==> src/rtl/stack_responder.sv <==
// ---------------------------------------------------------------------------
// stack_responder
//   Operand-stack responder for the CPU control unit. The controller sets up
//   push/pop levels and data_in, then raises stack_clk. The rising edge of
//   stack_clk (sampled on clk) starts a command. The command executes one
//   cycle later, and ack pulses for one cycle after that.
//
// Ports
//   clk        system clock (posedge)
//   reset      asynchronous active-high reset
//   flush      synchronous clear (registers only, memory kept)
//   stack_clk  command strobe, rising edge starts a command
//   push/pop   command levels, captured with data_in on the strobe edge
//   data_out   word removed by the last pop or replace
//   tos        current top of stack, 0 when empty
//   ack        one-cycle completion pulse
//   depth      entry count 0..DEPTH
//   empty/full status decoded from depth
//   overflow/underflow/collision  sticky error flags
// ---------------------------------------------------------------------------
module stack_responder #(
    parameter int DATA_WIDTH = 8,
    parameter int DEPTH      = 16,
    parameter int ADDR_WIDTH = 4
) (
    input  logic                  clk,
    input  logic                  reset,
    input  logic                  flush,
    input  logic                  stack_clk,
    input  logic                  push,
    input  logic                  pop,
    input  logic [DATA_WIDTH-1:0] data_in,
    output logic [DATA_WIDTH-1:0] data_out,
    output logic [DATA_WIDTH-1:0] tos,
    output logic                  ack,
    output logic [ADDR_WIDTH:0]   depth,
    output logic                  empty,
    output logic                  full,
    output logic                  overflow,
    output logic                  underflow,
    output logic                  collision
);

    typedef enum logic [1:0] {IDLE, EXEC, ACK} state_t;

    state_t                  state_q, state_d;
    logic                    strb_q;
    logic                    cpush_q, cpush_d;
    logic                    cpop_q, cpop_d;
    logic [DATA_WIDTH-1:0]   cdata_q, cdata_d;
    logic [ADDR_WIDTH:0]     depth_q, depth_d;
    logic [DATA_WIDTH-1:0]   tos_q, tos_d;
    logic [DATA_WIDTH-1:0]   dout_q, dout_d;
    logic                    ovf_q, ovf_d;
    logic                    unf_q, unf_d;
    logic                    col_q, col_d;

    logic [DATA_WIDTH-1:0]   mem [DEPTH];
    logic                    we;
    logic [ADDR_WIDTH-1:0]   waddr;

    logic                    evt;
    logic                    is_full, is_empty;
    logic [ADDR_WIDTH:0]     dm1, dm2;
    logic [ADDR_WIDTH-1:0]   top_idx, below_idx;

    assign evt      = stack_clk & ~strb_q;
    assign is_full  = (depth_q == (ADDR_WIDTH+1)'(DEPTH));
    assign is_empty = (depth_q == '0);

    // Index arithmetic in depth width; low bits address the memory.
    // below_idx is only used when depth >= 2, so its wrap at depth 1 is harmless.
    assign dm1       = depth_q - (ADDR_WIDTH+1)'(1);
    assign dm2       = depth_q - (ADDR_WIDTH+1)'(2);
    assign top_idx   = dm1[ADDR_WIDTH-1:0];
    assign below_idx = dm2[ADDR_WIDTH-1:0];

    always_comb begin
        state_d = state_q;
        cpush_d = cpush_q;
        cpop_d  = cpop_q;
        cdata_d = cdata_q;
        depth_d = depth_q;
        tos_d   = tos_q;
        dout_d  = dout_q;
        ovf_d   = ovf_q;
        unf_d   = unf_q;
        col_d   = col_q;
        we      = 1'b0;
        waddr   = depth_q[ADDR_WIDTH-1:0];

        case (state_q)
            IDLE: begin
                if (evt) begin
                    cpush_d = push;
                    cpop_d  = pop;
                    cdata_d = data_in;
                    state_d = EXEC;
                end
            end
            EXEC: begin
                state_d = ACK;
                if (evt) col_d = 1'b1;
                case ({cpush_q, cpop_q})
                    2'b10: begin
                        if (!is_full) begin
                            we      = 1'b1;
                            waddr   = depth_q[ADDR_WIDTH-1:0];
                            depth_d = depth_q + (ADDR_WIDTH+1)'(1);
                            tos_d   = cdata_q;
                        end else begin
                            ovf_d = 1'b1;
                        end
                    end
                    2'b01: begin
                        if (!is_empty) begin
                            dout_d  = mem[top_idx];
                            depth_d = dm1;
                            tos_d   = (dm1 == '0) ? '0 : mem[below_idx];
                        end else begin
                            dout_d = '0;
                            unf_d  = 1'b1;
                        end
                    end
                    2'b11: begin
                        if (!is_empty) begin
                            dout_d = mem[top_idx];
                            we     = 1'b1;
                            waddr  = top_idx;
                            tos_d  = cdata_q;
                        end else begin
                            // Replace on an empty stack degrades to a push.
                            we      = 1'b1;
                            waddr   = '0;
                            depth_d = (ADDR_WIDTH+1)'(1);
                            tos_d   = cdata_q;
                            unf_d   = 1'b1;
                        end
                    end
                    default: ;
                endcase
            end
            ACK: begin
                state_d = IDLE;
                if (evt) col_d = 1'b1;
            end
            default: state_d = IDLE;
        endcase
    end

    always_ff @(posedge clk or posedge reset) begin
        if (reset) begin
            state_q <= IDLE;
            strb_q  <= 1'b0;
            cpush_q <= 1'b0;
            cpop_q  <= 1'b0;
            cdata_q <= '0;
            depth_q <= '0;
            tos_q   <= '0;
            dout_q  <= '0;
            ovf_q   <= 1'b0;
            unf_q   <= 1'b0;
            col_q   <= 1'b0;
        end else if (flush) begin
            state_q <= IDLE;
            strb_q  <= 1'b0;
            cpush_q <= 1'b0;
            cpop_q  <= 1'b0;
            cdata_q <= '0;
            depth_q <= '0;
            tos_q   <= '0;
            dout_q  <= '0;
            ovf_q   <= 1'b0;
            unf_q   <= 1'b0;
            col_q   <= 1'b0;
        end else begin
            state_q <= state_d;
            strb_q  <= stack_clk;
            cpush_q <= cpush_d;
            cpop_q  <= cpop_d;
            cdata_q <= cdata_d;
            depth_q <= depth_d;
            tos_q   <= tos_d;
            dout_q  <= dout_d;
            ovf_q   <= ovf_d;
            unf_q   <= unf_d;
            col_q   <= col_d;
        end
    end

    // Storage has no reset; flush abandons any in-flight write.
    always_ff @(posedge clk) begin
        if (we && !flush && !reset) mem[waddr] <= cdata_q;
    end

    assign data_out  = dout_q;
    assign tos       = tos_q;
    assign ack       = (state_q == ACK);
    assign depth     = depth_q;
    assign empty     = is_empty;
    assign full      = is_full;
    assign overflow  = ovf_q;
    assign underflow = unf_q;
    assign collision = col_q;

endmodule

==> config.mk <==
export PLATFORM = sky130hd
export DESIGN_NAME = stack_responder
export DESIGN_NICKNAME = d
export VERILOG_FILES = /design/src/rtl/stack_responder.sv
export SDC_FILE = /design/constraint.sdc
export NUM_CORES = 1
export LEC_CHECK = 0
export CAP_MARGIN = 10
export CORE_MARGIN = 10
export CORE_UTILIZATION = 30
export DETAILED_ROUTE_END_ITERATION = 6
export GPL_TIMING_DRIVEN = 0
export SLEW_MARGIN = 20
export SYNTH_ARGS = -nofsm -noshare
export SYNTH_HDL_FRONTEND = slang
export SYNTH_SLANG_ARGS = --single-unit
==> constraint.sdc <==
create_clock -name clk -period 3.6 [get_ports clk]
set_clock_uncertainty 0.05 [all_clocks]
set_input_delay 0.36 -clock clk [delete_from_list [all_inputs] [get_ports clk]]
set_output_delay 0.36 -clock clk [all_outputs]
set_load 0.02 [all_outputs]
==> metrics.md, run 1 <==
| Metric | Value |
|---|---|
| Fraction of layout instances using a drive strength above 1 | `0.308` |
| Post-route non-filler standard cell count | `925` |
| All-layer global routing usage | `0.139` |
| CTS tree | `built` |
| Dpl ws | `-1710 ps` |
| Number of distinct standard cells referenced by the synthesized netlist | `50` |
| Remaining DRCs | `0` |
| Power density relative to cell area | `406 nW/um^2` |
| Initial antenna violation count | `0` |
| Number of flops mapped to enable cells by yosys | `128` |
| Pin slew with the least headroom to its limit | `921 ps` |
| FF-to-FF setup slack | `180 ps` |
| Reg2Reg Depth | `9` |
| Count of max-cap constraint violations | `0` |
| Share of flip-flops with an asynchronous set or reset after synthesis | `0.224` |
| R2R Path Start | `depth[2]` |
| Buffer depth of the longest clock path | `2` |
| Final number of max-transition violations | `0` |
| Most used flip-flop cell after synthesis | `sky130_fd_sc_hd__edfxtp_1` |
| Worst hold slack | `270 ps` |
| Antenna Violating Nets Remaining | `0` |
| Number of cells after detailed placement | `873` |
| Cell Area, Synth | `7950 sq um` |
| Sequential element share of the synthesized area | `0.600` |
| Data arrival time of the worst path | `3560 ps` |
| YS warnings | `0` |
| Diode count | `0` |
| FMAX | `292 MHz` |
| Min-delay worst type | `input port to async pin` |
| Sink Count | `165` |
| Standard cell with the maximum stage delay on the critical path | `sky130_fd_sc_hd__dfrtp_1` |
| Total die area | `33400 sq um` |
| Fin util | `0.383` |
| Vias after detailed routing | `5183` |
| Avg Cell Area, Syn | `16.0 sq um` |
| Share of the synthesized area in the top cell type | `0.483` |
| Aggregate negative setup slack | `0 ps` |
| Clock transition time at the flip-flop clock pins of the worst setup and hold paths | `70 ps` |
| Number of cell rows | `59` |
| Total routed wirelength | `23.1 mm` |
| Final layout net count | `602` |
| H-tree depth | `4` |
| Number of DRC markers after the initial detailed-route iteration | `566` |
| Area of the core region | `26100 sq um` |
| Worst-path maximum fanout | `10` |
| Floorplan die height | `183 um` |
| Crit path buffers/inverters | `3` |
| Most frequently used cell type in the post-synthesis netlist | `sky130_fd_sc_hd__edfxtp_1` |
| IO Count | `41` |
| # port buffers | `40` |
| Required time of the critical path | `3740 ps` |
| Cell accounting for the most synthesized area | `sky130_fd_sc_hd__edfxtp_1` |
| # setup viols final | `0` |
| Worst path setup slack after routing | `180 ps` |
| Crit Path Category | `register to register` |
| Endpoint kind of the worst setup timing path | `register` |
| Effective utilization at floorplan | `0.305` |
| Number of nets in the synthesized netlist | `522` |
| Ordered cell list for the critical path | `clkbuf_1 -> inv_1 -> ha_1 -> a21boi_1 -> xnor2_1 -> o31ai_2 -> a21oi_2 -> nor2_4 -> buf_12` |
| Maximum number of pins on one net before global-route repair | `30` |
| Worst-Skew Late Latency | `430 ps` |
| First-pass GRT wire length | `34.5 mm` |
| Area growth syn-to-layout | `25.5%` |
| Synthesis-stage register bit count | `165` |
| Top area cells in the synthesized netlist | `sky130_fd_sc_hd__edfxtp_1, sky130_fd_sc_hd__mux4_2, sky130_fd_sc_hd__dfrtp_1` |
| Overflow left after global routing | `0` |
| Gate count after technology mapping | `497` |
| Post-detail-place hpwl | `15.4 mm` |
| Leakage Power | `3.46 nW` |
| Status | `finished clean` |
| Reg-to-Reg End | `mem[12][3]` |
| Average routed wire per standard cell | `24.9 um` |
| CTS root buf | `sky130_fd_sc_hd__clkbuf_16` |
| Leading post-synthesis cells by instance count | `sky130_fd_sc_hd__edfxtp_1, sky130_fd_sc_hd__mux4_2, sky130_fd_sc_hd__dfrtp_1` |
| Max stage delay on crit path | `560 ps` |
| DIE WIDTH | `183 um` |
| Post-route minimum period | `3420 ps` |
| Cell type group with the largest total delay on the critical path | `compound AO/OA/AOI/OAI gates` |
| First element of the critical path | `depth[2]` |
| Final period utilization | `0.950` |
| Final hold viol count | `0` |
| Startpoint class of the critical path | `register` |
| Setup repair after global routing missed its margin | `no` |
| Peak supply drop | `0.300 mV` |
| DR pass1 iterations | `5` |
| Worst rel slew slack | `0.386` |
| Number of global-route vias before repair | `5380` |
| TritonCTS buffer count | `17` |
| Final GP Congestion | `0.871` |
| Detail-routed via count per cell | `5.60` |
## how the worst max path moves through the flow
stage / slack (ps) / cells after the start / end
after global routing: 40 / 9 / mem[12][1]
final: 180 / 9 / mem[12][3]
after floorplan: -40 / 11 / mem[0][0]
after CTS: 50 / 12 / mem[9][7]
after global placement: -1680 / 11 / mem[5][3]
after detailed placement: -1710 / 11 / mem[9][4]
## where the power goes
| part | leakage [nW] | total, mW | switching, mW | internal (mW) |
|---|---|---|---|---|
| logic | 1.48 | 0.154 | 0.0916 | 0.0623 |
| registers | 1.70 | 2.10 | 0.0323 | 2.07 |
| clock network | 0.279 | 1.80 | 0.764 | 1.03 |
| total | 3.46 | 4.05 | 0.888 | 3.17 |
## kinds of logic after synthesis
| group | Yosys count | synth area share |
|---|---|---|
| fa+ha+maj | 11 | 0.0173 |
| xor+xnor | 6 | 0.00755 |
| flops | 165 | 0.600 |
| compound gates | 80 | 0.0688 |
| simple gates | 92 | 0.0563 |
| buf+inv | 45 | 0.0244 |
| mux | 98 | 0.226 |
## routing by layer
layer  vias to the layer above  wire length, um  track usage
li1                       2158                -            -
met1                      2712             9570        0.179
met2                       262            10900        0.213
met3                        51             2000       0.0449
met4                         0              610       0.0516
met5                         -                0            0
## cells in the final DEF (no fill, tap or decap), types with 5 or more instances in the layout
| cell type | netlist | routed |
|---|---|---|
| sky130_fd_sc_hd__buf_2 | 17 | 8 |
| sky130_fd_sc_hd__nand3_1 | 15 | 11 |
| sky130_fd_sc_hd__buf_12 | 0 | 16 |
| sky130_fd_sc_hd__buf_4 | 1 | 10 |
| sky130_fd_sc_hd__nand2_1 | 24 | 24 |
| sky130_fd_sc_hd__clkbuf_16 | 0 | 17 |
| sky130_fd_sc_hd__ha_1 | 11 | 11 |
| sky130_fd_sc_hd__clkbuf_1 | 16 | 15 |
| sky130_fd_sc_hd__o21ai_1 | 9 | 8 |
| sky130_fd_sc_hd__mux2i_1 | 32 | 32 |
| sky130_fd_sc_hd__dfrtp_1 | 37 | 36 |
| sky130_fd_sc_hd__inv_1 | 11 | 9 |
| sky130_fd_sc_hd__a2bb2oi_1 | 8 | 8 |
| sky130_fd_sc_hd__nor2_1 | 27 | 11 |
| sky130_fd_sc_hd__o221ai_1 | 7 | 7 |
| sky130_fd_sc_hd__edfxtp_1 | 128 | 128 |
| sky130_fd_sc_hd__a22oi_1 | 8 | 8 |
| sky130_fd_sc_hd__o22ai_1 | 5 | 5 |
| sky130_fd_sc_hd__mux4_2 | 65 | 65 |
| sky130_fd_sc_hd__nor2_4 | 0 | 16 |
| sky130_fd_sc_hd__or2_2 | 7 | 7 |
| sky130_fd_sc_hd__clkdlybuf4s50_1 | 0 | 40 |
| sky130_fd_sc_hd__inv_6 | 0 | 5 |
| sky130_fd_sc_hd__a21oi_1 | 20 | 17 |
## metrics by stage
stage               area [sq um]  power (mW)
floorplan                   7950        2.22
global placement            8770        2.28
detailed placement          8790        2.29
CTS                         9910        4.07
global route                9980        4.18
finish                      9980        4.05
## repair_timing
| item | CTS | global route |
|---|---|---|
| gates resized for setup | 57 | 14 |
| setup endpoints to repair | 149 | 133 |
| pin swaps | 16 | 1 |
| gates cloned | 0 | 0 |
| hold buffers | 0 | 0 |
| setup buffers | 18 | 4 |
## registers in the layout (all words and copies together), names as in the netlist
register / cells
cpush_q: 1
state_q: 2
depth: 5
mem: 128
cpop_q: 1
underflow: 1
data_out: 8
cdata_q: 8
strb_q: 1
tos: 8
collision: 1
overflow: 1
## layout make-up
type	instances	area, sq um
Buffer	32	185
Sequential cell	165	4770
Multi-Input combinational cell	287	3210
Clock inverter	13	146
Timing Repair Buffer	63	773
Inverter	11	45.0
Fill cell	2348	16100
Tap cell	335	419
Clock buffer	19	433
Note: power is estimated with default switching activity, not from simulation.
==> inputs of run 2 (changes only) <==
--- a/config.mk
+++ b/config.mk
@@ -5,6 +5,7 @@
 export SDC_FILE = /design/constraint.sdc
 export NUM_CORES = 1
 export LEC_CHECK = 0
+export ABC_AREA = 0
 export CAP_MARGIN = 10
 export CORE_MARGIN = 10
 export CORE_UTILIZATION = 30
@@ -14,3 +15,4 @@
 export SYNTH_ARGS = -nofsm -noshare
 export SYNTH_HDL_FRONTEND = slang
 export SYNTH_SLANG_ARGS = --single-unit
+export TNS_END_PERCENT = 1
==> run 2 against run 1 <==
  * Wire length up 0.67%
  * Via count about the same
  * Sequential power about the same
  * Critical path type unchanged
  * Non-clock buffer count up 1
  * Worst hold slack better by 8.4 ps
  * Power about the same
  * Largest power group unchanged
==> metrics.md, run 2 (synthesis results as in run 1) <==
| Metric | Value |
|---|---|
| Vias after detailed routing | `5182 (was 5183)` |
| Final period utilization | `0.964 (was 0.950)` |
| Area growth syn-to-layout | `25.7% (was 25.5%)` |
| DIE WIDTH | `183 um (unchanged)` |
| Startpoint class of the critical path | `register (unchanged)` |
| Min-delay worst type | `input port to async pin (unchanged)` |
| Area of the core region | `26100 sq um (unchanged)` |
| Commonest non-fill, non-tap cell in the layout | `sky130_fd_sc_hd__edfxtp_1 (unchanged)` |
| Commonest cells after routing, fill and taps aside | `sky130_fd_sc_hd__edfxtp_1, sky130_fd_sc_hd__mux4_2, sky130_fd_sc_hd__clkdlybuf4s50_1, sky130_fd_sc_hd__dfrtp_1, sky130_fd_sc_hd__mux2i_1 (unchanged)` |
| Effective utilization at floorplan | `0.305 (unchanged)` |
| IO Count | `41 (unchanged)` |
| # setup viols final | `0 (unchanged)` |
| R2R Path Start | `depth[0] (was depth[2])` |
| Setup repair after global routing missed its margin | `no (unchanged)` |
| Count of max-cap constraint violations | `0 (unchanged)` |
| Dpl ws | `-1710 ps (unchanged)` |
| Status | `finished clean (unchanged)` |
| Post-layout total power | `4.06 mW (was 4.05 mW)` |
| Worst path setup slack after routing | `128 ps (was 180 ps)` |
| Post-route minimum period | `3470 ps (was 3420 ps)` |
| DR pass1 iterations | `5 (unchanged)` |
| Post-route non-filler standard cell count | `926 (was 925)` |
| Number of cells after detailed placement | `873 (unchanged)` |
| Reg2Reg Depth | `11 (was 9)` |
| TritonCTS buffer count | `17 (unchanged)` |
| Sink Count | `165 (unchanged)` |
| Final number of max-transition violations | `0 (unchanged)` |
| All-layer global routing usage | `0.139 (unchanged)` |
| Crit Path Category | `register to register (unchanged)` |
| Post-detail-place hpwl | `15.4 mm (unchanged)` |
| Endpoint kind of the worst setup timing path | `register (unchanged)` |
| Diode count | `0 (unchanged)` |
| Clock transition time at the flip-flop clock pins of the worst setup and hold paths | `70 ps (about the same)` |
| First element of the critical path | `depth[0] (was depth[2])` |
| Data arrival time of the worst path | `3550 ps (was 3560 ps)` |
| Overflow left after global routing | `0 (unchanged)` |
| Antenna Violating Nets Remaining | `0 (unchanged)` |
| Number of hold buffers added after CTS | `0 (unchanged)` |
| Number of global-route vias before repair | `5380 (unchanged)` |
| Initial antenna violation count | `0 (unchanged)` |
| Fin util | `0.384 (was 0.383)` |
| Floorplan die height | `183 um (unchanged)` |
| Final layout net count | `603 (was 602)` |
| Peak supply drop | `0.300 mV (about the same)` |
| Final hold viol count | `0 (unchanged)` |
| Finished layout cell area | `10000 sq um (was 9980 sq um)` |
| Required time of the critical path | `3680 ps (was 3740 ps)` |
| Power density relative to cell area | `406 nW/um^2 (about the same)` |
| Final GP Congestion | `0.871 (unchanged)` |
| Total die area | `33400 sq um (unchanged)` |
| Reg-to-Reg End | `mem[7][7] (was mem[12][3])` |
| # port buffers | `40 (unchanged)` |
| CTS root buf | `sky130_fd_sc_hd__clkbuf_16 (unchanged)` |
| Worst rel slew slack | `0.403 (was 0.386)` |
| Worst-Skew Late Latency | `430 ps (about the same)` |
| Pin slew with the least headroom to its limit | `895 ps (was 921 ps)` |
| Worst-path maximum fanout | `10 (unchanged)` |
| Buffer depth of the longest clock path | `2 (unchanged)` |
| CTS tree | `built (unchanged)` |
| Maximum number of pins on one net before global-route repair | `30 (unchanged)` |
| Fraction of layout instances using a drive strength above 1 | `0.311 (was 0.308)` |
| Post-placement cell area | `8790 sq um (unchanged)` |
| Leakage Power | `3.46 nW (about the same)` |
| Total routed wirelength | `23.2 mm (was 23.1 mm)` |
| Flip-flop count of the largest register after layout | `128 (unchanged)` |
| Number of DRC markers after the initial detailed-route iteration | `616 (was 566)` |
| Remaining DRCs | `0 (unchanged)` |
| Layout fillers | `2346 (was 2348)` |
| Average routed wire per standard cell | `25.1 um (was 24.9 um)` |
| H-tree depth | `4 (unchanged)` |
| Detail-routed via count per cell | `5.60 (about the same)` |
| FF-to-FF setup slack | `130 ps (was 180 ps)` |
| Largest Register | `mem (unchanged)` |
| Number of cell rows | `59 (unchanged)` |
| First-pass GRT wire length | `34.5 mm (unchanged)` |
| FMAX | `288 MHz (was 292 MHz)` |
run 2: worst max path at each step:
stage	endpoint	cells after the start
after detailed placement	mem[9][4]	11
after CTS	mem[9][7]	12
after floorplan	mem[0][0]	11
final	mem[7][7]	11
after global placement	mem[5][3]	11
after global routing	mem[7][7]	11
run 2: worst max-delay path, cell delays in order (launching register included):
cell                         delay, ps
sky130_fd_sc_hd__dfrtp_2           470
sky130_fd_sc_hd__buf_6             220
sky130_fd_sc_hd__buf_6             230
sky130_fd_sc_hd__buf_6             210
sky130_fd_sc_hd__clkinvlp_4        170
sky130_fd_sc_hd__ha_1              270
sky130_fd_sc_hd__nor4b_4           170
sky130_fd_sc_hd__or2_1             380
sky130_fd_sc_hd__a211oi_1          430
sky130_fd_sc_hd__a21oi_2           190
sky130_fd_sc_hd__nor2_4            170
sky130_fd_sc_hd__buf_4             180
run 2: power breakdown:
part | internal (mW) | total (mW) | leakage, nW | switching, mW
Sequential | 2.07 | 2.10 | 1.70 | 0.0324
Combinational | 0.0626 | 0.155 | 1.48 | 0.0924
Clock | 1.03 | 1.80 | 0.279 | 0.766
Total | 3.17 | 4.06 | 3.46 | 0.891
run 2: layer usage:
metal / wire [um] / up-vias / GRT usage
met1: 9480 / 2670 / 0.179
met5: 0 / - / 0
li1: - / 2162 / -
met4: 603 / 0 / 0.0516
met3: 2150 / 51 / 0.0449
met2: 11000 / 299 / 0.213
run 2: repair_timing:
action / CTS / global route
endpoints found under the setup margin: 149 / 133
gates resized for setup: 57 / 16
cloned: 0 / 0
hold endpoints to repair: 0 / 0
buffers inserted: 18 / 4
pin swaps: 16 / 1
run 2: metrics by stage:
stage	TNS [ps]	hold slack [ps]
6_report	0	278
5_1_grt	0	275
4_1_cts	0	253
3_5_place_dp	-206570	446
3_3_place_gp	-204590	429
2_1_floorplan	-1890	448
run 2: area by class of cell:
class                   instances  area, sq um  area share
flip-flops and latches        165         4770       0.477
multi-input cells             287         3210       0.321
repair buffers                 63          773      0.0773
clock buffers                  19          433      0.0433
well taps                     335          419      0.0419
plain buffers                  33          196      0.0196
clock inverters                13          146      0.0146
inverters                      11         45.0     0.00451
